<file path="src/rtl/mm_burst_ctrl_if.sv">
// mm_burst_ctrl_if: cache-side line request bus plus narrow external beat bus.
// Ports (signals):
//   mm_a/mm_wd/mm_write/mm_read : line request from the cache
//   mm_rd/mm_valid/mm_done/mm_busy/mm_err : line response to the cache
//   ext_a/ext_wd/ext_read/ext_write : beat request to external memory
//   ext_rd/ext_ready : beat response from external memory
// Modports: master = the burst controller, slave = cache plus memory model.
interface mm_burst_ctrl_if #(
    parameter int ADDR_BITS = 32
);
    logic [ADDR_BITS-1:0] mm_a;
    logic [255:0]         mm_wd;
    logic                 mm_write;
    logic                 mm_read;
    logic [255:0]         mm_rd;
    logic                 mm_valid;
    logic                 mm_done;
    logic                 mm_busy;
    logic                 mm_err;
    logic [ADDR_BITS-1:0] ext_a;
    logic [31:0]          ext_wd;
    logic                 ext_read;
    logic                 ext_write;
    logic [31:0]          ext_rd;
    logic                 ext_ready;
    modport master (
        input  mm_a, mm_wd, mm_write, mm_read, ext_rd, ext_ready,
        output mm_rd, mm_valid, mm_done, mm_busy, mm_err, ext_a, ext_wd, ext_read, ext_write
    );
    modport slave (
        output mm_a, mm_wd, mm_write, mm_read, ext_rd, ext_ready,
        input  mm_rd, mm_valid, mm_done, mm_busy, mm_err, ext_a, ext_wd, ext_read, ext_write
    );
endinterface

</file>
<file path="src/rtl/mm_burst_ctrl.sv">
// mm_burst_ctrl: serialises 256-bit cache line fills/evictions into eight 32-bit external beats.
// Ports:
//   clk   : clock, all state on rising edge
//   reset : asynchronous active-high reset
//   bus   : mm_burst_ctrl_if.master (cache request/response and external beat bus)
// Optional feature: define MMC_TIMEOUT_EN to enable the per-beat watchdog
// (parameters TIMEOUT, TIMEOUT_BITS); otherwise mm_err is tied low.
module mm_burst_ctrl #(
    parameter int ADDR_BITS = 32
`ifdef MMC_TIMEOUT_EN
    ,
    parameter int TIMEOUT = 255,
    parameter int TIMEOUT_BITS = 8
`endif
) (
    input logic clk,
    input logic reset,
    mm_burst_ctrl_if.master bus
);
    typedef enum logic [1:0] {IDLE, WR_BURST, RD_BURST, DONE} state_t;
    localparam int LW = ADDR_BITS - 5;
    state_t               r_state, w_state;
    logic [2:0]           r_cnt, w_cnt;
    logic [LW-1:0]        r_line, w_line;
    logic [7:0][31:0]     r_wd, w_wd;
    // Words 0..6 only; word 7 is merged straight from ext_rd at completion.
    logic [6:0][31:0]     r_buf, w_buf;
    logic [255:0]         r_rd, w_rd;
    logic [ADDR_BITS-1:0] r_ext_a, w_ext_a;
    logic [31:0]          r_ext_wd, w_ext_wd;
    logic                 r_ext_read, w_ext_read;
    logic                 r_ext_write, w_ext_write;
    logic                 r_is_rd, w_is_rd;
    logic                 r_err, w_err;
    logic                 w_unused;
`ifdef MMC_TIMEOUT_EN
    logic [TIMEOUT_BITS-1:0] r_wdog, w_wdog;
    // Counts consecutive stalled edges of the current beat; any accept or new issue clears it.
    assign w_wdog = ((r_ext_read || r_ext_write) && !bus.ext_ready) ? r_wdog + 1'b1 : '0;
`endif
    assign w_unused = ^bus.mm_a[4:0];
    always_comb begin
        w_state     = r_state;
        w_cnt       = r_cnt;
        w_line      = r_line;
        w_wd        = r_wd;
        w_buf       = r_buf;
        w_rd        = r_rd;
        w_ext_a     = r_ext_a;
        w_ext_wd    = r_ext_wd;
        w_ext_read  = r_ext_read;
        w_ext_write = r_ext_write;
        w_is_rd     = r_is_rd;
        w_err       = r_err;
        case (r_state)
            IDLE: begin
                // Write wins over a simultaneous read; the read is dropped, not queued.
                if (bus.mm_write || bus.mm_read) begin
                    w_state     = bus.mm_write ? WR_BURST : RD_BURST;
                    w_is_rd     = !bus.mm_write;
                    w_cnt       = 3'd0;
                    w_line      = bus.mm_a[ADDR_BITS-1:5];
                    w_wd        = bus.mm_wd;
                    w_ext_a     = {bus.mm_a[ADDR_BITS-1:5], 5'b0};
                    w_ext_wd    = bus.mm_write ? bus.mm_wd[31:0] : 32'h0;
                    w_ext_write = bus.mm_write;
                    w_ext_read  = !bus.mm_write;
                    w_err       = 1'b0;
                end
            end
            WR_BURST, RD_BURST: begin
                if (bus.ext_ready) begin
                    w_cnt = r_cnt + 3'd1;
                    if (r_state == RD_BURST && r_cnt != 3'd7) w_buf[r_cnt] = bus.ext_rd;
                    if (r_cnt == 3'd7) begin
                        w_state     = DONE;
                        w_ext_read  = 1'b0;
                        w_ext_write = 1'b0;
                        w_ext_a     = '0;
                        w_ext_wd    = 32'h0;
                        w_rd        = (r_state == RD_BURST) ? {bus.ext_rd, r_buf} : r_rd;
                    end else begin
                        w_ext_a  = {r_line, r_cnt + 3'd1, 2'b00};
                        w_ext_wd = (r_state == WR_BURST) ? r_wd[r_cnt + 3'd1] : 32'h0;
                    end
                end
`ifdef MMC_TIMEOUT_EN
                else if (r_wdog == TIMEOUT_BITS'(TIMEOUT - 1)) begin
                    w_state     = DONE;
                    w_ext_read  = 1'b0;
                    w_ext_write = 1'b0;
                    w_ext_a     = '0;
                    w_ext_wd    = 32'h0;
                    w_err       = 1'b1;
                end
`endif
            end
            default: w_state = IDLE;
        endcase
    end
    always_ff @(posedge clk or posedge reset) begin
        if (reset) begin
            r_state     <= IDLE;
            r_cnt       <= 3'd0;
            r_line      <= '0;
            r_wd        <= '0;
            r_buf       <= '0;
            r_rd        <= '0;
            r_ext_a     <= '0;
            r_ext_wd    <= 32'h0;
            r_ext_read  <= 1'b0;
            r_ext_write <= 1'b0;
            r_is_rd     <= 1'b0;
            r_err       <= 1'b0;
`ifdef MMC_TIMEOUT_EN
            r_wdog      <= '0;
`endif
        end else begin
            r_state     <= w_state;
            r_cnt       <= w_cnt;
            r_line      <= w_line;
            r_wd        <= w_wd;
            r_buf       <= w_buf;
            r_rd        <= w_rd;
            r_ext_a     <= w_ext_a;
            r_ext_wd    <= w_ext_wd;
            r_ext_read  <= w_ext_read;
            r_ext_write <= w_ext_write;
            r_is_rd     <= w_is_rd;
            r_err       <= w_err;
`ifdef MMC_TIMEOUT_EN
            r_wdog      <= w_wdog;
`endif
        end
    end
    assign bus.mm_rd     = r_rd;
    assign bus.mm_done   = (r_state == DONE);
    assign bus.mm_valid  = (r_state == DONE) && r_is_rd && !r_err;
    assign bus.mm_busy   = (r_state != IDLE);
    assign bus.ext_a     = r_ext_a;
    assign bus.ext_wd    = r_ext_wd;
    assign bus.ext_read  = r_ext_read;
    assign bus.ext_write = r_ext_write;
`ifdef MMC_TIMEOUT_EN
    assign bus.mm_err    = (r_state == DONE) && r_err;
`else
    assign bus.mm_err    = 1'b0;
`endif
endmodule

</file>
<file path="src/flat_wrapper.sv">
// flat-port wrapper written by rule: the top's interface ports become plain ports
module mm_burst_ctrl_flat 
#(
    parameter int ADDR_BITS = 32

)
  (clk, reset, bus_mm_a, bus_mm_wd, bus_mm_write, bus_mm_read, bus_ext_rd, bus_ext_ready, bus_mm_rd, bus_mm_valid, bus_mm_done, bus_mm_busy, bus_mm_err, bus_ext_a, bus_ext_wd, bus_ext_read, bus_ext_write);
  mm_burst_ctrl_if #(.ADDR_BITS(ADDR_BITS)) bus_i ();
  input logic clk;
  input logic reset;
  input wire logic [$bits(bus_i.mm_a)-1:0] bus_mm_a;
  input wire logic [$bits(bus_i.mm_wd)-1:0] bus_mm_wd;
  input wire logic [$bits(bus_i.mm_write)-1:0] bus_mm_write;
  input wire logic [$bits(bus_i.mm_read)-1:0] bus_mm_read;
  input wire logic [$bits(bus_i.ext_rd)-1:0] bus_ext_rd;
  input wire logic [$bits(bus_i.ext_ready)-1:0] bus_ext_ready;
  output wire logic [$bits(bus_i.mm_rd)-1:0] bus_mm_rd;
  output wire logic [$bits(bus_i.mm_valid)-1:0] bus_mm_valid;
  output wire logic [$bits(bus_i.mm_done)-1:0] bus_mm_done;
  output wire logic [$bits(bus_i.mm_busy)-1:0] bus_mm_busy;
  output wire logic [$bits(bus_i.mm_err)-1:0] bus_mm_err;
  output wire logic [$bits(bus_i.ext_a)-1:0] bus_ext_a;
  output wire logic [$bits(bus_i.ext_wd)-1:0] bus_ext_wd;
  output wire logic [$bits(bus_i.ext_read)-1:0] bus_ext_read;
  output wire logic [$bits(bus_i.ext_write)-1:0] bus_ext_write;
  assign bus_i.mm_a = bus_mm_a;
  assign bus_i.mm_wd = bus_mm_wd;
  assign bus_i.mm_write = bus_mm_write;
  assign bus_i.mm_read = bus_mm_read;
  assign bus_i.ext_rd = bus_ext_rd;
  assign bus_i.ext_ready = bus_ext_ready;
  assign bus_mm_rd = bus_i.mm_rd;
  assign bus_mm_valid = bus_i.mm_valid;
  assign bus_mm_done = bus_i.mm_done;
  assign bus_mm_busy = bus_i.mm_busy;
  assign bus_mm_err = bus_i.mm_err;
  assign bus_ext_a = bus_i.ext_a;
  assign bus_ext_wd = bus_i.ext_wd;
  assign bus_ext_read = bus_i.ext_read;
  assign bus_ext_write = bus_i.ext_write;
  mm_burst_ctrl #(.ADDR_BITS(ADDR_BITS)) u_core (.clk(clk), .reset(reset), .bus(bus_i));
endmodule
</file>
<file path="config.mk">
export PLATFORM = sky130hd
export DESIGN_NAME = mm_burst_ctrl_flat
export DESIGN_NICKNAME = d
export VERILOG_FILES = /design/src/rtl/mm_burst_ctrl_if.sv /design/src/rtl/mm_burst_ctrl.sv /design/src/flat_wrapper.sv
export SDC_FILE = /design/constraint.sdc
export NUM_CORES = 2
export LEC_CHECK = 0
export ABC_AREA = 1
export CORE_ASPECT_RATIO = 0.9
export CORE_MARGIN = 1.5
export CORE_UTILIZATION = 35
export DETAILED_ROUTE_END_ITERATION = 16
export GPL_ROUTABILITY_DRIVEN = 0
export RECOVER_POWER = 25
export SLEW_MARGIN = 0
export SYNTH_ARGS = -nofsm -noshare
export SYNTH_HDL_FRONTEND = slang
export SYNTH_SLANG_ARGS = --single-unit
export TNS_END_PERCENT = 100
</file>
<file path="constraint.sdc">
create_clock -name clk -period 48.1 [get_ports clk]
set_input_delay 9.62 -clock clk [delete_from_list [all_inputs] [get_ports clk]]
set_output_delay 9.62 -clock clk [all_outputs]
set_load 0.02 [all_outputs]
</file>
==> results.txt <==
----------------------------------------------------
[Detailed routing]
  Detail Route Antenna Nets ... 0
  First-pass detailed-route iteration total ... 5
  WL final ... 103000 um
  Detail-routed via count per cell ... 4.80
  Average wire length per cell after detail routing ... 19.2 um
  Number of violations reported at the end of detailed-routing iteration 0 ... 1724
  Post-route DRC ... 0
  Vias after detailed routing ... 25.7k

[Critical path]
  Kind of critical path ... in2async
  Endpoint kind of the worst setup timing path ... async pin
  Arr. time, crit path ... 19.44 ns
  Data required, critical path ... 45.51 ns
  Category of the worst setup path launch point ... input port
  Top fanout value on the critical path ... 157

[Clock network]
  Cts bufs inserted ... 89
  CTS tree ... yes
  Clock insertion delay at the later pin of the skew report ... 0.65 ns
  Clock-pin slew on the worst setup and hold paths ... 0.06 ns
  Clock Path Buffers ... 3
  H-tree level count ... 3
  Number of gates given a new drive strength after cts ... 0
  CTS Hold Buffers Added ... 0
  Cell at the root of the clock tree ... sky130_fd_sc_hd__clkbuf_16
  Clock net sink count ... 833
  Setup fix buffers added after clock tree synthesis ... 0

[Global routing]
  Pin count of the biggest net entering global routing ... 236
  Global routing met2 resource utilization ... 32.3%
  Number of antenna violations at the first check in global routing ... 41
  GRT Residual Overflow ... 0
  Wire length of the first global-routing pass ... 156000 um
  Number of global-route vias before repair ... 25.1k
  GRT Max-Usage Layer ... met2
  Met3 GRT Util ... 6.25%
  Total global routing track utilization ... 20.5%
  Global routing usage on met1 ... 26.7%

[Synthesis]
  Gate count after technology mapping ... 3446
  Most frequent cells after synthesis ... 833 x sky130_fd_sc_hd__dfrtp_1, 630 x sky130_fd_sc_hd__nand2_1, 330 x sky130_fd_sc_hd__inv_1
  Mapped Avg Cell Area ... 9.87 um^2
  Top cells by area, synth ... sky130_fd_sc_hd__dfrtp_1 61%, sky130_fd_sc_hd__nand2_1 7.0%, sky130_fd_sc_hd__mux2_1 5.1%, sky130_fd_sc_hd__a21oi_1 4.7%, sky130_fd_sc_hd__o21ai_0 4.1%
  Mapped cell area ... 0.0340 mm^2
  Post-synth top area share ... 61.3%
  Number of different library cells in the post-synthesis netlist ... 26
  Yosys warning total ... 0
  Most used standard cell by instance count after synthesis ... sky130_fd_sc_hd__dfrtp_1
  Main flop type after synthesis ... sky130_fd_sc_hd__dfrtp_1
  Register area share after synthesis ... 61.3%
  Async SR Flop Fraction ... 100%
  Dominant cell type by area after synthesis ... sky130_fd_sc_hd__dfrtp_1
  Number of enable-type register cells in the synthesized netlist ... 0
  Synthesis-stage register bit count ... 833

[Floorplanning]
  Vertical die dimension ... 299 um
  I/O pins ... 651
  Cell row count ... 108
  Floorplan die width ... 332 um
  Die area ... 0.0990 mm^2
  Starting Density ... 35.3%
  Placeable core region ... 0.0963 mm^2

[Worst hold path]
  Path category of the worst min-delay check ... reg2reg

[Final layout]
  Fillers ... 9160
  Layout overhead on the synthesized area ... 30.5%
  Share of post-route cells with drive strength above 1 ... 7.84%
  Footprint of the multi-input gates ... 0.0110 mm^2
  Finished layout cell area ... 0.0444 mm^2
  Sequential cell area in the final layout ... 0.0208 mm^2
  Net total in the final layout ... 4331

[Placement]
  Number of buffer cells added on primary ports ... 642
  Post-detailed-placement half-perimeter wirelength ... 68400 um
  Area post-placement ... 0.0414 mm^2

[Job]
  Number of max-cap violations ... 8

[Power]
  Power per Cell Area ... 57.5 mW/mm^2
  Worst VDD drop ... 0.0449 mV
  Overall power after layout ... 2550 uW
  Cell leakage power ... 0.0215 uW

[Timing]
  Count of final setup violators ... 0
  Final count of pins violating max slew ... 639
  Worst relative slew slack ... -461%
  Final critical delay including setup and external delays ... 22.04 ns
  Fmax ... 45.4 MHz
  Setup repair after global routing missed its margin ... no
  Worst-Margin Slew ... 8.42 ns
  Total negative slack for setup checks ... 0 ns
  Final critical-path share of the clock period ... 45.8%
  Fin. Hold Viols ... 0
  Setup Skew ... 0.0403 ns

[Run status]
  Violations in the final reports ... capacitance limit, slew limit
  Status ... complete, but fails checks

----------------------------------------------------
==> cell families (layout without fill, tap and decap cells) <==
family | Yosys count | after routing | synth area share (%)
DFF | 833 | 833 | 61.3
muxes | 256 | 256 | 8.48
other | 1 | 18 | 0.0110
adders and majority gates | 6 | 6 | 0.221
buffers and inverters | 545 | 1167 | 6.45
and+or+nand+nor | 1194 | 1194 | 14.5
AOI/OAI and AO/OA | 611 | 611 | 9.01
==> registers in the layout, indices dropped and copies added (netlist names) <==
register,cells
u_core.bus.ext_wd,32
u_core.bus.ext_write,1
u_core.r_buf,224
u_core.r_cnt,3
u_core.bus.mm_rd,256
u_core.r_state,2
u_core.r_wd,256
u_core.bus.ext_a,30
u_core.r_is_rd,1
u_core.r_line,27
u_core.bus.ext_read,1
==> metrics by stage <==
step                std cells  hold WS, ns  setup WS, ns  utilization, %
finish                   5350        0.469         26.06            46.0
global route             5340        0.494         23.47            46.0
CTS                      5335        0.481         33.30            46.1
detailed placement       5174        0.466         32.61            43.0
global placement         5174        0.461         32.56            43.0
floorplan                3448        0.448         15.08               -
==> metal layers <==
metal,vias to the layer above,part of all wire [%]
li1,12200,-
met1,12500,43
met4,46,3.5
met3,202,7.3
met2,706,46
met5,-,0.30
==> critical path, cell delays in order <==
cell and delay [ns]:
sky130_fd_sc_hd__dlygate4sd3_1 0.54, sky130_fd_sc_hd__clkinvlp_2 2.88, sky130_fd_sc_hd__clkbuf_1 6.09
==> placed cells by master, fill, tap and decap left out, drive strengths merged, types with 50 or more instances in the layout <==
cell,n
mux2,256
o21ai,290
nand3,199
dfrtp,833
nand2,630
nor2,326
dlygate4sd3,50
inv,336
clkbuf,139
a21oi,320
clkdlybuf4s50,592
==> layout make-up <==
class                   instances  area share, %
diodes                         15         0.0846
clock buffers                 133           5.93
flip-flops and latches        833           47.0
well taps                    1265           3.57
inverters                     333           2.83
multi-input cells            2070           24.8
clock inverters                28          0.810
repair buffers                673           15.0
==> final timing paths <==
check	startpoint	endpoint	slack, ns	depth (start not counted)
max in group clk	bus_mm_write	u_core.r_wd[61]$_DFFE_PP0P_	33.44	6
worst min-delay path	u_core.bus.ext_a[22]$_DFFE_PP0P_	u_core.bus.ext_a[22]$_DFFE_PP0P_	0.47	2
worst min register to register	u_core.bus.ext_a[22]$_DFFE_PP0P_	u_core.bus.ext_a[22]$_DFFE_PP0P_	0.47	2
worst max register to register	u_core.r_cnt[0]$_DFFE_PP0P_	u_core.bus.mm_rd[178]$_DFFE_PP0P_	41.83	7
min in group asynchronous	reset	u_core.r_wd[255]$_DFFE_PP0P_	11.02	2
worst max-delay path	reset	u_core.r_cnt[0]$_DFFE_PP0P_	26.06	3
==> power breakdown <==
group	internal [uW]	switching [uW]	total (uW)
clock	408	292	699
sequential	914	89.5	1000
combinational	300	548	848
total	1620	929	2550
(Power assumes the default switching activity.)
